--- src/rtl/mem_rmw_sequencer_pkg.sv ---
// Shared encodings for the frame-buffer read-modify-write sequencer.
// Holds sweep modes, FSM states and the error counter width.
package mem_seq_pkg;

    localparam int ERR_W = 16;

    typedef enum logic [1:0] {
        MODE_INC    = 2'd0,
        MODE_FILL   = 2'd1,
        MODE_VERIFY = 2'd2,
        MODE_RSVD   = 2'd3
    } mode_e;

    typedef enum logic [2:0] {
        IDLE,
        RD_REQ,
        RD_WAIT,
        MODIFY,
        WR_REQ,
        WR_WAIT,
        NEXT
    } state_e;

    function automatic logic [ERR_W-1:0] sat_inc(input logic [ERR_W-1:0] v);
        return (v == {ERR_W{1'b1}}) ? v : v + 1'b1;
    endfunction

endpackage

--- src/rtl/mem_rmw_sequencer_done_edge_tracker.sv ---
// done_edge_tracker: qualifies controller Done as low-then-high after a request,
// so a Done level left over from the previous operation never completes one.
module done_edge_tracker (
    input  logic clk_i,
    input  logic rst_n_i,
    input  logic req_i,
    input  logic wait_i,
    input  logic done_i,
    output logic op_complete_o
);

    logic seen_low_q, seen_low_d;

    always_comb begin
        seen_low_d = seen_low_q;
        if (req_i) begin
            seen_low_d = 1'b0;
        end else if (wait_i && !done_i) begin
            seen_low_d = 1'b1;
        end
    end

    always_ff @(posedge clk_i) begin
        if (!rst_n_i) begin
            seen_low_q <= 1'b0;
        end else begin
            seen_low_q <= seen_low_d;
        end
    end

    assign op_complete_o = wait_i && seen_low_q && done_i;

endmodule

--- src/rtl/mem_rmw_sequencer.sv ---
// mem_rmw_sequencer: sweeps bank rows through start/Write/Done (INC, FILL, VERIFY).
// Define MEMSEQ_TIMEOUT_EN to bound every Done wait by TIMEOUT_CYCLES.
module mem_rmw_sequencer
    import mem_seq_pkg::*;
#(
    parameter int DATA_W         = 16,
    parameter int ADDR_W         = 4,
    parameter int BANK_W         = 2,
    parameter int NUM_ROWS       = 16,
    parameter int TIMEOUT_CYCLES = 1024
) (
    input  logic              CLOCK_50,
    input  logic              RESET_N,
    input  logic              start,
    input  logic [1:0]        mode,
    input  logic [DATA_W-1:0] pattern,
    input  logic [BANK_W-1:0] bank,
    output logic              busy,
    output logic              finished,
    output logic [ERR_W-1:0]  err_count,
    output logic              timeout_flag,
    output logic [ADDR_W-1:0] cur_row,
    output logic [DATA_W-1:0] last_data,
    output logic [ADDR_W-1:0] mem_row,
    output logic [BANK_W-1:0] mem_bank,
    output logic [DATA_W-1:0] mem_wdata,
    input  logic [DATA_W-1:0] mem_rdata,
    output logic              mem_write,
    output logic              mem_start,
    input  logic              mem_done
);

    localparam logic [ADDR_W-1:0] LAST_ROW = ADDR_W'(NUM_ROWS - 1);

    state_e            state_q, state_d;
    mode_e             mode_q, mode_d;
    logic [DATA_W-1:0] pattern_q, pattern_d;
    logic [DATA_W-1:0] last_q, last_d;
    logic [DATA_W-1:0] wdata_q, wdata_d;
    logic [BANK_W-1:0] bank_q, bank_d;
    logic [ADDR_W-1:0] row_q, row_d;
    logic [ERR_W-1:0]  err_q, err_d;
    logic              fin_q, fin_d;
    logic              waiting;
    logic              op_done;
    logic [ADDR_W-1:0] row_nxt;

    assign row_nxt   = row_q + 1'b1;
    assign waiting   = (state_q == RD_WAIT) || (state_q == WR_WAIT);
    assign mem_start = (state_q == RD_REQ) || (state_q == WR_REQ);
    assign mem_write = (state_q == WR_REQ) || (state_q == WR_WAIT);
    assign busy      = (state_q != IDLE);
    assign finished  = fin_q;
    assign err_count = err_q;
    assign cur_row   = row_q;
    assign mem_row   = row_q;
    assign mem_bank  = bank_q;
    assign mem_wdata = wdata_q;
    assign last_data = last_q;

    done_edge_tracker u_done (
        .clk_i        (CLOCK_50),
        .rst_n_i      (RESET_N),
        .req_i        (mem_start),
        .wait_i       (waiting),
        .done_i       (mem_done),
        .op_complete_o(op_done)
    );

`ifdef MEMSEQ_TIMEOUT_EN
    localparam int CNT_W = $clog2(TIMEOUT_CYCLES + 1);

    logic [CNT_W-1:0] cnt_q, cnt_d;
    logic             tmo_q, tmo_d;
    logic             tmo_hit;

    assign tmo_hit = waiting && !op_done
                  && (cnt_q == CNT_W'(TIMEOUT_CYCLES - 1));
    assign timeout_flag = tmo_q;
`else
    localparam logic [31:0] TMO_UNUSED = TIMEOUT_CYCLES;
    logic unused_tmo;
    assign unused_tmo   = ^TMO_UNUSED;
    assign timeout_flag = 1'b0;
`endif

    always_comb begin
        state_d   = state_q;
        mode_d    = mode_q;
        pattern_d = pattern_q;
        last_d    = last_q;
        wdata_d   = wdata_q;
        bank_d    = bank_q;
        row_d     = row_q;
        err_d     = err_q;
        fin_d     = 1'b0;
        unique case (state_q)
            IDLE: begin
                if (start && (mode != MODE_RSVD)) begin
                    mode_d    = mode_e'(mode);
                    pattern_d = pattern;
                    bank_d    = bank;
                    err_d     = '0;
                    row_d     = '0;
                    if (mode == MODE_FILL) begin
                        wdata_d = pattern;
                        state_d = WR_REQ;
                    end else begin
                        state_d = RD_REQ;
                    end
                end
            end
            RD_REQ: state_d = RD_WAIT;
            RD_WAIT: begin
                if (op_done) begin
                    last_d  = mem_rdata;
                    state_d = MODIFY;
                end
            end
            MODIFY: begin
                if (mode_q == MODE_INC) begin
                    wdata_d = last_q + DATA_W'(row_q) + DATA_W'(1);
                    state_d = WR_REQ;
                end else begin
                    if (last_q != (pattern_q ^ DATA_W'(row_q))) begin
                        err_d = sat_inc(err_q);
                    end
                    state_d = NEXT;
                end
            end
            WR_REQ: state_d = WR_WAIT;
            WR_WAIT: begin
                if (op_done) begin
                    state_d = NEXT;
                end
            end
            NEXT: begin
                if (row_q == LAST_ROW) begin
                    fin_d   = 1'b1;
                    state_d = IDLE;
                end else begin
                    row_d = row_nxt;
                    if (mode_q == MODE_FILL) begin
                        wdata_d = pattern_q ^ DATA_W'(row_nxt);
                        state_d = WR_REQ;
                    end else begin
                        state_d = RD_REQ;
                    end
                end
            end
            default: state_d = IDLE;
        endcase
`ifdef MEMSEQ_TIMEOUT_EN
        cnt_d = cnt_q;
        tmo_d = tmo_q;
        if (mem_start) begin
            cnt_d = '0;
        end else if (waiting) begin
            cnt_d = cnt_q + 1'b1;
        end
        // An expired wait abandons the whole sweep, not just the row
        if (tmo_hit) begin
            state_d = IDLE;
            fin_d   = 1'b1;
            tmo_d   = 1'b1;
            err_d   = sat_inc(err_q);
        end
`endif
    end

    always_ff @(posedge CLOCK_50) begin
        if (!RESET_N) begin
            state_q   <= IDLE;
            mode_q    <= MODE_INC;
            pattern_q <= '0;
            last_q    <= '0;
            wdata_q   <= '0;
            bank_q    <= '0;
            row_q     <= '0;
            err_q     <= '0;
            fin_q     <= 1'b0;
`ifdef MEMSEQ_TIMEOUT_EN
            cnt_q     <= '0;
            tmo_q     <= 1'b0;
`endif
        end else begin
            state_q   <= state_d;
            mode_q    <= mode_d;
            pattern_q <= pattern_d;
            last_q    <= last_d;
            wdata_q   <= wdata_d;
            bank_q    <= bank_d;
            row_q     <= row_d;
            err_q     <= err_d;
            fin_q     <= fin_d;
`ifdef MEMSEQ_TIMEOUT_EN
            cnt_q     <= cnt_d;
            tmo_q     <= tmo_d;
`endif
        end
    end

endmodule

--- config.mk ---
export PLATFORM = sky130hd
export DESIGN_NAME = mem_rmw_sequencer
export DESIGN_NICKNAME = d
export VERILOG_FILES = /design/src/rtl/mem_rmw_sequencer_pkg.sv /design/src/rtl/mem_rmw_sequencer_done_edge_tracker.sv /design/src/rtl/mem_rmw_sequencer.sv
export SDC_FILE = /design/constraint.sdc
export NUM_CORES = 1
export LEC_CHECK = 0
export BUFFER_PORTS_ARGS = -buffer_cell sky130_fd_sc_hd__buf_2
export CAP_MARGIN = 20
export CORE_UTILIZATION = 54
export DETAILED_ROUTE_END_ITERATION = 12
export GPL_TIMING_DRIVEN = 1
export PLACE_DENSITY = 0.8
export SYNTH_ARGS = -nofsm -noshare
export SYNTH_HDL_FRONTEND = slang
export SYNTH_SLANG_ARGS = --single-unit
--- constraint.sdc ---
create_clock -name CLOCK_50 -period 3 [get_ports CLOCK_50]
set_input_delay 0.15 -clock CLOCK_50 [delete_from_list [all_inputs] [get_ports CLOCK_50]]
set_output_delay 0.15 -clock CLOCK_50 [all_outputs]
set_load 0.02 [all_outputs]
# Word-level counts from Yosys, hierarchy flattened

Index checks and enable logic that the tools add are counted.

Memories: 0
Memory bits (read-only): 0
Flip-flop bits (word level): 77
Input port bits: 40
Latch bits: 0
RAM bits: 0
Logic and storage cells: 84

Add/subtract/negate cells: 4
Multiply operators: 0
Bitwise gates (word level): 3
Reductions and logical operators: 22
Eq/ne operators: 22
Shifts and indexed selects: 0
Div/mod/pow operators: 0
Multiplexer cells: 23
Magnitude comparators: 0

Operators by type and width:

| kind                  | count |
|---|---|
| $mux 16               | 9 |
| $pmux 16 s3           | 1 |
| $add 16x1->16 const B | 2 |
| $pmux 16 s2           | 1 |
| $xor 16x4->16         | 2 |
| $ne 2x2->1 const B    | 11 |
| $pmux 3 s7            | 1 |
| $mux 3                | 6 |
| $add 16x4->16         | 1 |
| $eq 16x16->1 const B  | 1 |
| $ne 16x16->1          | 1 |
| $eq 3x3->1 const B    | 3 |
| $mux 4                | 2 |
| $pmux 4 s2            | 1 |
| $eq 3x2->1 const B    | 2 |
| $reduce_and 2->1      | 3 |
| $reduce_and 3->1      | 2 |
| $reduce_and 6->1      | 1 |
| $reduce_bool 3->1     | 2 |
| $reduce_and 5->1      | 1 |
| $add 4x1->4 const B   | 1 |
| $eq 2x1->1 const B    | 2 |
| $eq 4x4->1 const B    | 1 |
| $logic_and 1x1->1     | 4 |
| 10 further kinds      | 13 |

# Depth between registers and ports, before layout

Gate-level depths: netlist of the first run.

Depth in word-level cells: 6
Depth in mapped cells: 10
Depth with buffers taken out: 10

# Hierarchy

A second synthesis of the first run with hierarchy kept.

Cells, all modules: 530
Area, all modules: 4191.5 µm²

By module, submodules not included:

| module            | times used | area each (µm²) | cells an instance |
|---|---|---|---|
| mem_rmw_sequencer | 1          | 4144.0          | 525 |
| done_edge_tracker | 1          | 47.5            | 5 |

# Worst setup path before layout of the first run

Ideal clock, no wire load.

Path kind: reg-to-reg
From: register row_q[1] (netlist: cur_row[1])
To: register wdata_q[7] (netlist: mem_wdata[7])
Data required time: 2.868 ns
Arrival time: 2.082 ns
Slack: 0.785 ns
Period minus slack after synthesis: 2.215 ns
Cell stages (with the launch flop): 8
Path buffers: 0
Path through: dfxtp_1 > ha_1 > nor2b_1 > o2111a_1 > nor2_1 > mux2_2 > a221oi_1 > a21oi_1

Longest elaborated chain between the ends: 4

Ends and longest elaborated chain:

| element                  | RTL line                 | source |
|---|---|---|
| start: declaration       | mem_rmw_sequencer.sv:41  | `logic [ADDR_W-1:0] row_q, row_d;` |
| start signal: assignment | mem_rmw_sequencer.sv:193 | `row_q <= row_d;` |
| $add 16x4->16            | mem_rmw_sequencer.sv:122 | `wdata_d = last_q + DATA_W'(row_q) + DATA_W'(1);` |
| $add 16x1->16            | mem_rmw_sequencer.sv:122 |  |
| $mux 16                  | mem_rmw_sequencer.sv:121 | `if (mode_q == MODE_INC) begin` |
| $pmux 16 s3              | mem_rmw_sequencer.sv:97  | `unique case (state_q)` |
| end signal: assignment   | mem_rmw_sequencer.sv:191 | `wdata_q <= wdata_d;` |
| end: declaration         | mem_rmw_sequencer.sv:39  | `logic [DATA_W-1:0] wdata_q, wdata_d;` |

Several ways; a longest one is shown, not always the timed one. The select of a mux whose other input is x is not followed.
A chain may end at the register's enable or synchronous reset.

# Final worst setup path of the first run

From: register err_q[0] (netlist: err_count[0])
To: register err_q[14] (netlist: err_count[14])

Longest elaborated chain between the ends: 5

Ends and longest elaborated chain:

| element                  | RTL line                    | source |
|---|---|---|
| start: declaration       | mem_rmw_sequencer.sv:42     | `logic [ERR_W-1:0] err_q, err_d;` |
| start signal: assignment | mem_rmw_sequencer.sv:194    | `err_q <= err_d;` |
| $add 16x1->16            | mem_rmw_sequencer_pkg.sv:25 | `return (v == {ERR_W{1'b1}}) ? v : v + 1'b1;` |
| $mux 16                  | mem_rmw_sequencer_pkg.sv:25 |  |
| $mux 16                  | mem_rmw_sequencer.sv:125    | `if (last_q != (pattern_q ^ DATA_W'(row_q))) begin` |
| $mux 16                  | mem_rmw_sequencer.sv:121    |  |
| $pmux 16 s2              | mem_rmw_sequencer.sv:97     |  |

Several ways; a longest one is shown, not always the timed one. The select of a mux whose other input is x is not followed.

==> key figures, run 1 <==
Clock tree
  – CTS Buf Count: 9
  – Later-pin clock latency in the skew report: 0.36 ns
  – Clock-pin slew on the worst setup and hold paths: 0.08 ns
  – Clock tree sinks: 77
  – CTS tree: yes
  – CTS Root Cell: clkbuf_8
  – Resized Gates After CTS: 0
  – Cts hold-fix bufs: 0
  – Max clock buf depth: 2
  – Htree depth: 3
  – Post-CTS Setup Inserts: 0

Synthesis
  – EDFF count, synth: 0
  – Synth Instances: 523
  – #FFs+latches synth: 77
  – Main flop type after synthesis: dfxtp_1
  – Proportion of netlist area held by the largest area contributor: ~36%
  – Synth cell count leaders: 116 x nand2_1, 77 x dfxtp_1, 35 x a21boi_0
  – Share of the yosys chip area belonging to registers: 36.3%
  – Count leader, synth: nand2_1
  – Synth Cell Area: 4240 um2
  – Yosys top cell by area: dfxtp_1
  – Syn Nets: between 500 and 600
  – Synth top area cells: dfxtp_1 36%, nand2_1 10%, a21boi_0 6.2%
  – Synthesis Warnings: 0
  – Netlist cell types: 61
  – Syn Area/Cell: a little over 8 um2
  – Async S/R FF share, synth: 0%

STA
  – Final setup vio count: 0
  – Fin. max-slew vios: 0
  – Final worst path period share: ~82%
  – Slew margin rel.: 31.3%
  – Worst Tran Pin Value: 1.03 ns
  – Min Tclk post-route: 2.45 ns
  – Fin. Hold Viols: 0
  – Skew final: ~0.011 ns
  – RSZ-0062 raised after global routing: false
  – F_max: around 410 MHz
  – Setup TNS: 0 ns

Global routing
  – Gr usage total: 28.1%
  – Largest net degree at the start of global routing: 66
  – First-pass GRT wire length: 18.5 mm
  – Met1 Use GR: 34.6%
  – Global Route met3 Usage: ~4.5%
  – Met2 usage: between 40% and 50%
  – Vias in the first global route: 3,964
  – GR peak layer: met2
  – Initial antenna violation count: 0
  – Global route overflow: 0

Setup path
  – RR Startpoint: err_count[0]
  – Critical path data arrival time: 2.74 ns
  – Worst Setup End Kind: flip-flop
  – Slowest-stage cell, CP: o22ai_2
  – Crit path cell chain: ha_1 -> nand3_1 -> nor4_4 -> a311oi_4 -> o22ai_2 -> o21ai_0 -> a21boi_1
  – Crit-path max cell delay: 0.60 ns
  – Reg2Reg Depth: 7
  – CP Data Required Time: 3.29 ns
  – CP bufs+invs: 0
  – Worst R2R End: err_count[14]
  – Worst-path maximum fanout: 17
  – Worst R2R Setup Slack: around 0.55 ns
  – Cell family with most CP delay: compound AO/OA/AOI/OAI gates
  – Worst setup SP type: flip-flop
  – Worst Setup Path Type: reg2reg

Pwr
  – Leak: 2.24 nW
  – Logic pwr share: approximately 27%
  – Internal power: 1.93 mW
  – Peak supply drop: 0.348 mV
  – Register share of total power: between 40% and 50%
  – Pwr per Cell Area: 587 nW/um2
  – Clock power frac: a little under a third
  – Net Sw Frac: 34.5%
  – Net switching power: 1.02 mW

Place
  – Dpl cells: 696
  – Gpl congestion: 0.916
  – Port Buffer Count: 101
  – DP Wirelength: 7.82 mm

Min path
  – Hold Crit Start: mem_rdata[11]
  – Hold Crit Depth: 3
  – Worst min path class: in2reg
  – Hold endpoint: last_data[11]

Routing
  – DR vias/cell: 5.79
  – Vias after detailed routing: 4,131
  – Routed WL: 11.4 mm
  – DRC viols: 0
  – Drt wl/cell: 16.0 um
  – DR iter-0 viols: about 210
  – First drt pass iteration count: 5
  – ANT nets after route: 0

Layout
  – Share of layout cells above drive strength 1: 24.3%
  – Inserted Diodes: 0
  – P&R area growth vs syn: 18.3%
  – Final layout net count: 657
  – Final cell count without fillers: about 700

Die
  – Die area: 8220 um2
  – Starting Density: 57.3%
  – Die height: 90.7 um
  – Die X: 90.7 um
  – Std-Cell Rows: 31
  – IO Pins: roughly 100
  – Core ar.: 7410 um2

Run status
  – Status: finished clean

Run
  – Max cap viols: 0
## cell families (layout without fill, tap and decap cells)
kind of cell / Yosys count / in the layout / synth area share (%)
other: 1 / 1 / 0.0884
adder cells (fa/ha/maj): 8 / 8 / 2.54
XOR/XNOR: 37 / 37 / 7.64
buffers and inverters: 45 / 136 / 4.72
AND/OR/NAND/NOR: 207 / 207 / 22.6
flip-flops: 77 / 77 / 36.3
multiplexers: 2 / 2 / 0.501
AO/OA/AOI/OAI: 146 / 146 / 25.6
## worst reg2reg max path, stage by stage (launching register included)
cell and delay (ns):
dfxtp_1 0.39, ha_1 0.22, nand3_1 0.20, nor4_4 0.42
a311oi_4 0.18, o22ai_2 0.60, o21ai_0 0.21, a21boi_1 0.15
## stage by stage
step | worst slack [ns] | area, um2 | hold WS, ns | power (mW) | utilization [%]
after floorplan | 0.785 | 4240 | 0.295 | 1.80 | -
after global placement | 0.625 | 4780 | 0.397 | 2.02 | 64.5
after detailed placement | 0.451 | 4780 | 0.410 | 2.04 | 64.5
after CTS | 0.419 | 5010 | 0.0322 | 2.94 | 67.6
after global routing | 0.358 | 5020 | 0.0405 | 3.08 | 67.8
final | 0.554 | 5020 | 0.0324 | 2.95 | 67.8
## power groups by stage
stage / sequential, mW / clock, mW / combinational (mW)
2_1_floorplan: 1.28 / 0 / 0.529
3_3_place_gp: 1.25 / 0 / 0.763
3_5_place_dp: 1.26 / 0 / 0.782
4_1_cts: 1.24 / 0.910 / 0.788
5_1_grt: 1.26 / 0.951 / 0.875
6_report: 1.24 / 0.904 / 0.803
## cells in the final DEF, fill, tap and decap left out, types with 3 or more instances in the layout
cell type,instances
nand3_1,9
nor3_1,3
o211a_1,3
xnor2_1,15
a31oi_1,12
nand4_1,4
o21ai_0,28
nand4b_1,3
a221oi_1,4
nor2_1,33
buf_2,101
dfxtp_1,77
a21boi_0,35
nor2b_1,5
nand2_1,116
buf_4,10
o211ai_1,3
o21a_1,5
nand2b_1,3
inv_1,8
and3_1,5
a22oi_1,12
and2_1,5
nor4_1,4
o221a_2,11
clkbuf_8,11
xor2_1,22
ha_1,7
a21oi_1,10
## how the worst max path moves through the flow
stage | endpoint | cells after the start | slack, ns | startpoint
2_1_floorplan | mem_wdata[7] | 7 | 0.79 | cur_row[1]
3_3_place_gp | mem_wdata[1] | 5 | 0.62 | state_q[1]
3_5_place_dp | mem_wdata[9] | 6 | 0.45 | cur_row[0]
4_1_cts | mem_wdata[9] | 5 | 0.42 | state_q[1]
5_1_grt | err_count[14] | 7 | 0.36 | err_count[0]
6_report | err_count[14] | 7 | 0.55 | err_count[0]
## layout make-up
class,count,area [um2]
fill,619,2390
tap,99,124
clock buffer,12,155
clock inverter,4,70.1
inverter,8,30.0
multi-input combinational,401,2500
sequential,77,1540
timing repair buffer,112,596
## routing by layer
metal	vias up	part of all wire (%)
li1	2011	-
met1	1936	44
met2	160	47
met3	24	5.8
met4	0	2.8
met5	-	0
## sequential cells by signal, summed over array words and instances, names as in the netlist
register	cells
finished	1
mem_bank	2
mem_wdata	16
mode_q	2
last_data	16
u_done.seen_low_q	1
cur_row	4
err_count	16
pattern_q	16
state_q	3
Note: power is estimated with default switching activity, not from simulation.
==> run 2, diff against run 1 <==
==> constraint.sdc (replaced) <==
create_clock -name CLOCK_50 -period 2.44 [get_ports CLOCK_50]
set_input_delay 0.122 -clock CLOCK_50 [delete_from_list [all_inputs] [get_ports CLOCK_50]]
set_output_delay 0.122 -clock CLOCK_50 [all_outputs]
set_load 0.02 [all_outputs]
==> run 2 against run 1 <==
Critical path type unchanged. Sequential share of layout area down 0.45 points. Cell count up 1.5%. Sequential power up 19%. Die area unchanged. Clock skew about the same. Largest power group unchanged. Count of clock-buffer cells in the layout unchanged. Flip-flop and latch count unchanged.
==> key figures, run 2 (synthesized netlist as in run 1, its figures left out) <==
Run status
  – Status: finished clean (unchanged)

Place
  – DP Wirelength: 8.18 mm (was 7.82 mm)
  – Dpl cells: 708 (was 696)
  – Gpl congestion: 0.897 (was 0.916)
  – Pre-CTS WS: 0.270 ns (was 0.451 ns)
  – Port Buffer Count: 101 (unchanged)

Setup path
  – CP bufs+invs: 3 (was 0)
  – Crit-path max cell delay: 0.41 ns (was 0.60 ns)
  – Worst Setup Path Type: reg2reg (unchanged)
  – Reg2Reg Depth: 11 (was 7)
  – Worst-path maximum fanout: 6 (was 17)
  – Worst setup path end: mem_wdata[14] (was err_count[14])
  – Slowest-stage cell, CP: fa_1 (was o22ai_2)
  – RR Startpoint: cur_row[0] (was err_count[0])
  – Worst Setup End Kind: flip-flop (unchanged)
  – Worst R2R End: mem_wdata[14] (was err_count[14])
  – Critical path data arrival time: 2.55 ns (was 2.74 ns)
  – Worst path depth: 11 (was 7)
  – Cell family with most CP delay: adder cells (was compound AO/OA/AOI/OAI gates)
  – Crit path cell chain: inv_1 -> ha_1 -> inv_1 -> fa_1 -> a21o_1 -> a21oi_1 -> buf_4 -> and4b_1 -> xor2_1 -> nand2_1 -> a31oi_1 (was ha_1 -> nand3_1 -> nor4_4 -> a311oi_4 -> o22ai_2 -> o21ai_0 -> a21boi_1)
  – Most common cell on crit path: inv_1
  – CP Data Required Time: 2.71 ns (was 3.29 ns)
  – Critical Path Source: cur_row[0] (was err_count[0])
  – Worst R2R Setup Slack: 0.16 ns (was 0.55 ns)
  – Worst setup SP type: flip-flop (unchanged)

STA
  – Worst Tran Pin Value: 0.635 ns (was 1.03 ns)
  – Fin worst setup slack: 0.159 ns (was 0.554 ns)
  – Final setup vio count: 0 (unchanged)
  – RSZ-0062 raised after global routing: false (unchanged)
  – Final worst path period share: 93.5% (was 81.5%)
  – Skew final: 0.0104 ns (was 0.0108 ns)
  – Fin. max-slew vios: 0 (unchanged)
  – Slew margin rel.: 57.7% (was 31.3%)
  – Setup TNS: 0 ns (unchanged)
  – Fin. Hold Viols: 0 (unchanged)
  – Min Tclk post-route: 2.28 ns (was 2.45 ns)
  – F_max: 438 MHz (was 409 MHz)

Global routing
  – Initial antenna violation count: 0 (unchanged)
  – Gr usage total: 28.4% (was 28.1%)
  – Global route overflow: 0 (unchanged)
  – Largest net degree at the start of global routing: 43 (was 66)
  – Vias in the first global route: 3,950 (was 3,964)
  – First-pass GRT wire length: 18.9 mm (was 18.5 mm)

Layout
  – Commonest cells after routing, fill and taps aside: 116 x nand2_1, 101 x buf_2, 77 x dfxtp_1 (unchanged)
  – Final cell count without fillers: 724 (was 713)
  – Final layout net count: 668 (was 657)
  – Most common cell after layout, fill and taps aside: nand2_1 (unchanged)
  – Share of layout cells above drive strength 1: 25.6% (was 24.3%)
  – Inserted Diodes: 0 (unchanged)
  – P&R area growth vs syn: 20.1% (was 18.3%)

Routing
  – Top Layer Used: met4 (unchanged)
  – Drt wl/cell: 16.3 um (was 16.0 um)
  – ANT nets after route: 0 (unchanged)
  – Post-Route M1 WL: 5.03 mm (was 5.00 mm)
  – DR vias/cell: 5.84 (was 5.79)
  – First drt pass iteration count: 7 (was 5)
  – DR iter-0 viols: 202 (was 213)
  – Vias after detailed routing: 4,225 (was 4,131)
  – DR WL met2: 5.63 mm (was 5.39 mm)
  – Metal3 WL: 814 um (was 663 um)
  – Routed WL: 11.8 mm (was 11.4 mm)
  – DRC viols: 0 (unchanged)

Clock tree
  – CTS Buf Count: 9 (unchanged)
  – Max clock buf depth: 2 (unchanged)
  – Htree depth: 3 (unchanged)
  – CTS tree: yes (unchanged)
  – Cts hold-fix bufs: 0 (unchanged)
  – Clock tree sinks: 77 (unchanged)
  – Resized Gates After CTS: 0 (unchanged)
  – CTS Root Cell: clkbuf_8 (unchanged)
  – Post-CTS Setup Inserts: 0 (unchanged)
  – Later-pin clock latency in the skew report: 0.35 ns (was 0.36 ns)
  – Clock-pin slew on the worst setup and hold paths: 0.08 ns (about the same)

Pwr
  – Pwr per Cell Area: 719 nW/um2 (was 587 nW/um2)
  – Register share of total power: 40.4% (was 42.1%)
  – Leak: 2.29 nW (was 2.24 nW)
  – Peak supply drop: 0.311 mV (was 0.348 mV)
  – Clock power frac: 30.1% (was 30.7%)
  – Net Sw Frac: 34.3% (was 34.5%)
  – Net switching power: 1.25 mW (was 1.02 mW)
  – Logic pwr share: 29.6% (was 27.2%)
  – Power Total: 3.66 mW (was 2.95 mW)
  – Internal power: 2.41 mW (was 1.93 mW)

Die
  – Die height: 90.7 um (unchanged)
  – Die X: 90.7 um (unchanged)
  – Die area: 8220 um2 (unchanged)
  – IO Pins: 103 (unchanged)
  – Core ar.: 7410 um2 (unchanged)
  – Std-Cell Rows: 31 (unchanged)
  – Starting Density: 57.3% (unchanged)

Min path
  – Worst min path class: in2reg (unchanged)

Run
  – Max cap viols: 0 (unchanged)
-- run 2: worst min path at each step --
stage                              from            end  depth (start not counted)
after floorplan           mem_rdata[10]  last_data[10]                          2
after global placement     mem_rdata[0]   last_data[0]                          3
after detailed placement   mem_rdata[7]   last_data[7]                          3
after CTS                  mem_rdata[0]   last_data[0]                          3
after global routing       mem_rdata[7]   last_data[7]                          3
final                      mem_rdata[0]   last_data[0]                          3
-- run 2: area by class of cell --
type                       count  area (um2)
clock inverter                 4        70.1
fill                         640        2310
clock buffer                  12         155
timing repair buffer         123         671
multi-input combinational    401        2500
sequential                    77        1540
tap                           99         124
inverter                       8        30.0
-- run 2: power by group through the flow --
stage	logic, mW	registers, mW	clock network (mW)
after floorplan	0.650	1.57	0
after global placement	1.03	1.50	0
after detailed placement	1.07	1.50	0
after CTS	1.07	1.48	1.11
after global routing	1.17	1.49	1.16
final	1.08	1.48	1.10
-- run 2: metrics by stage --
stage / hold WS (ns) / utilization [%] / cell area, um2
after floorplan: 0.267 / - / 4240
after global placement: 0.371 / 65.7 / 4870
after detailed placement: 0.381 / 65.7 / 4870
after CTS: 0.00999 / 68.8 / 5100
after global routing: 0.00924 / 68.8 / 5100
final: 0.0100 / 68.8 / 5100
-- run 2: worst min-delay path, stage by stage --
cell	delay [ns]
buf_2	0.09
nand2_1	0.04
a21boi_0	0.06
-- run 2: metal layers --
layer | vias up | global-route usage, %
li1 | 2032 | -
met1 | 1988 | 35.8
met2 | 174 | 46.4
met3 | 31 | 5.30
met4 | 0 | 14.2
met5 | - | 0
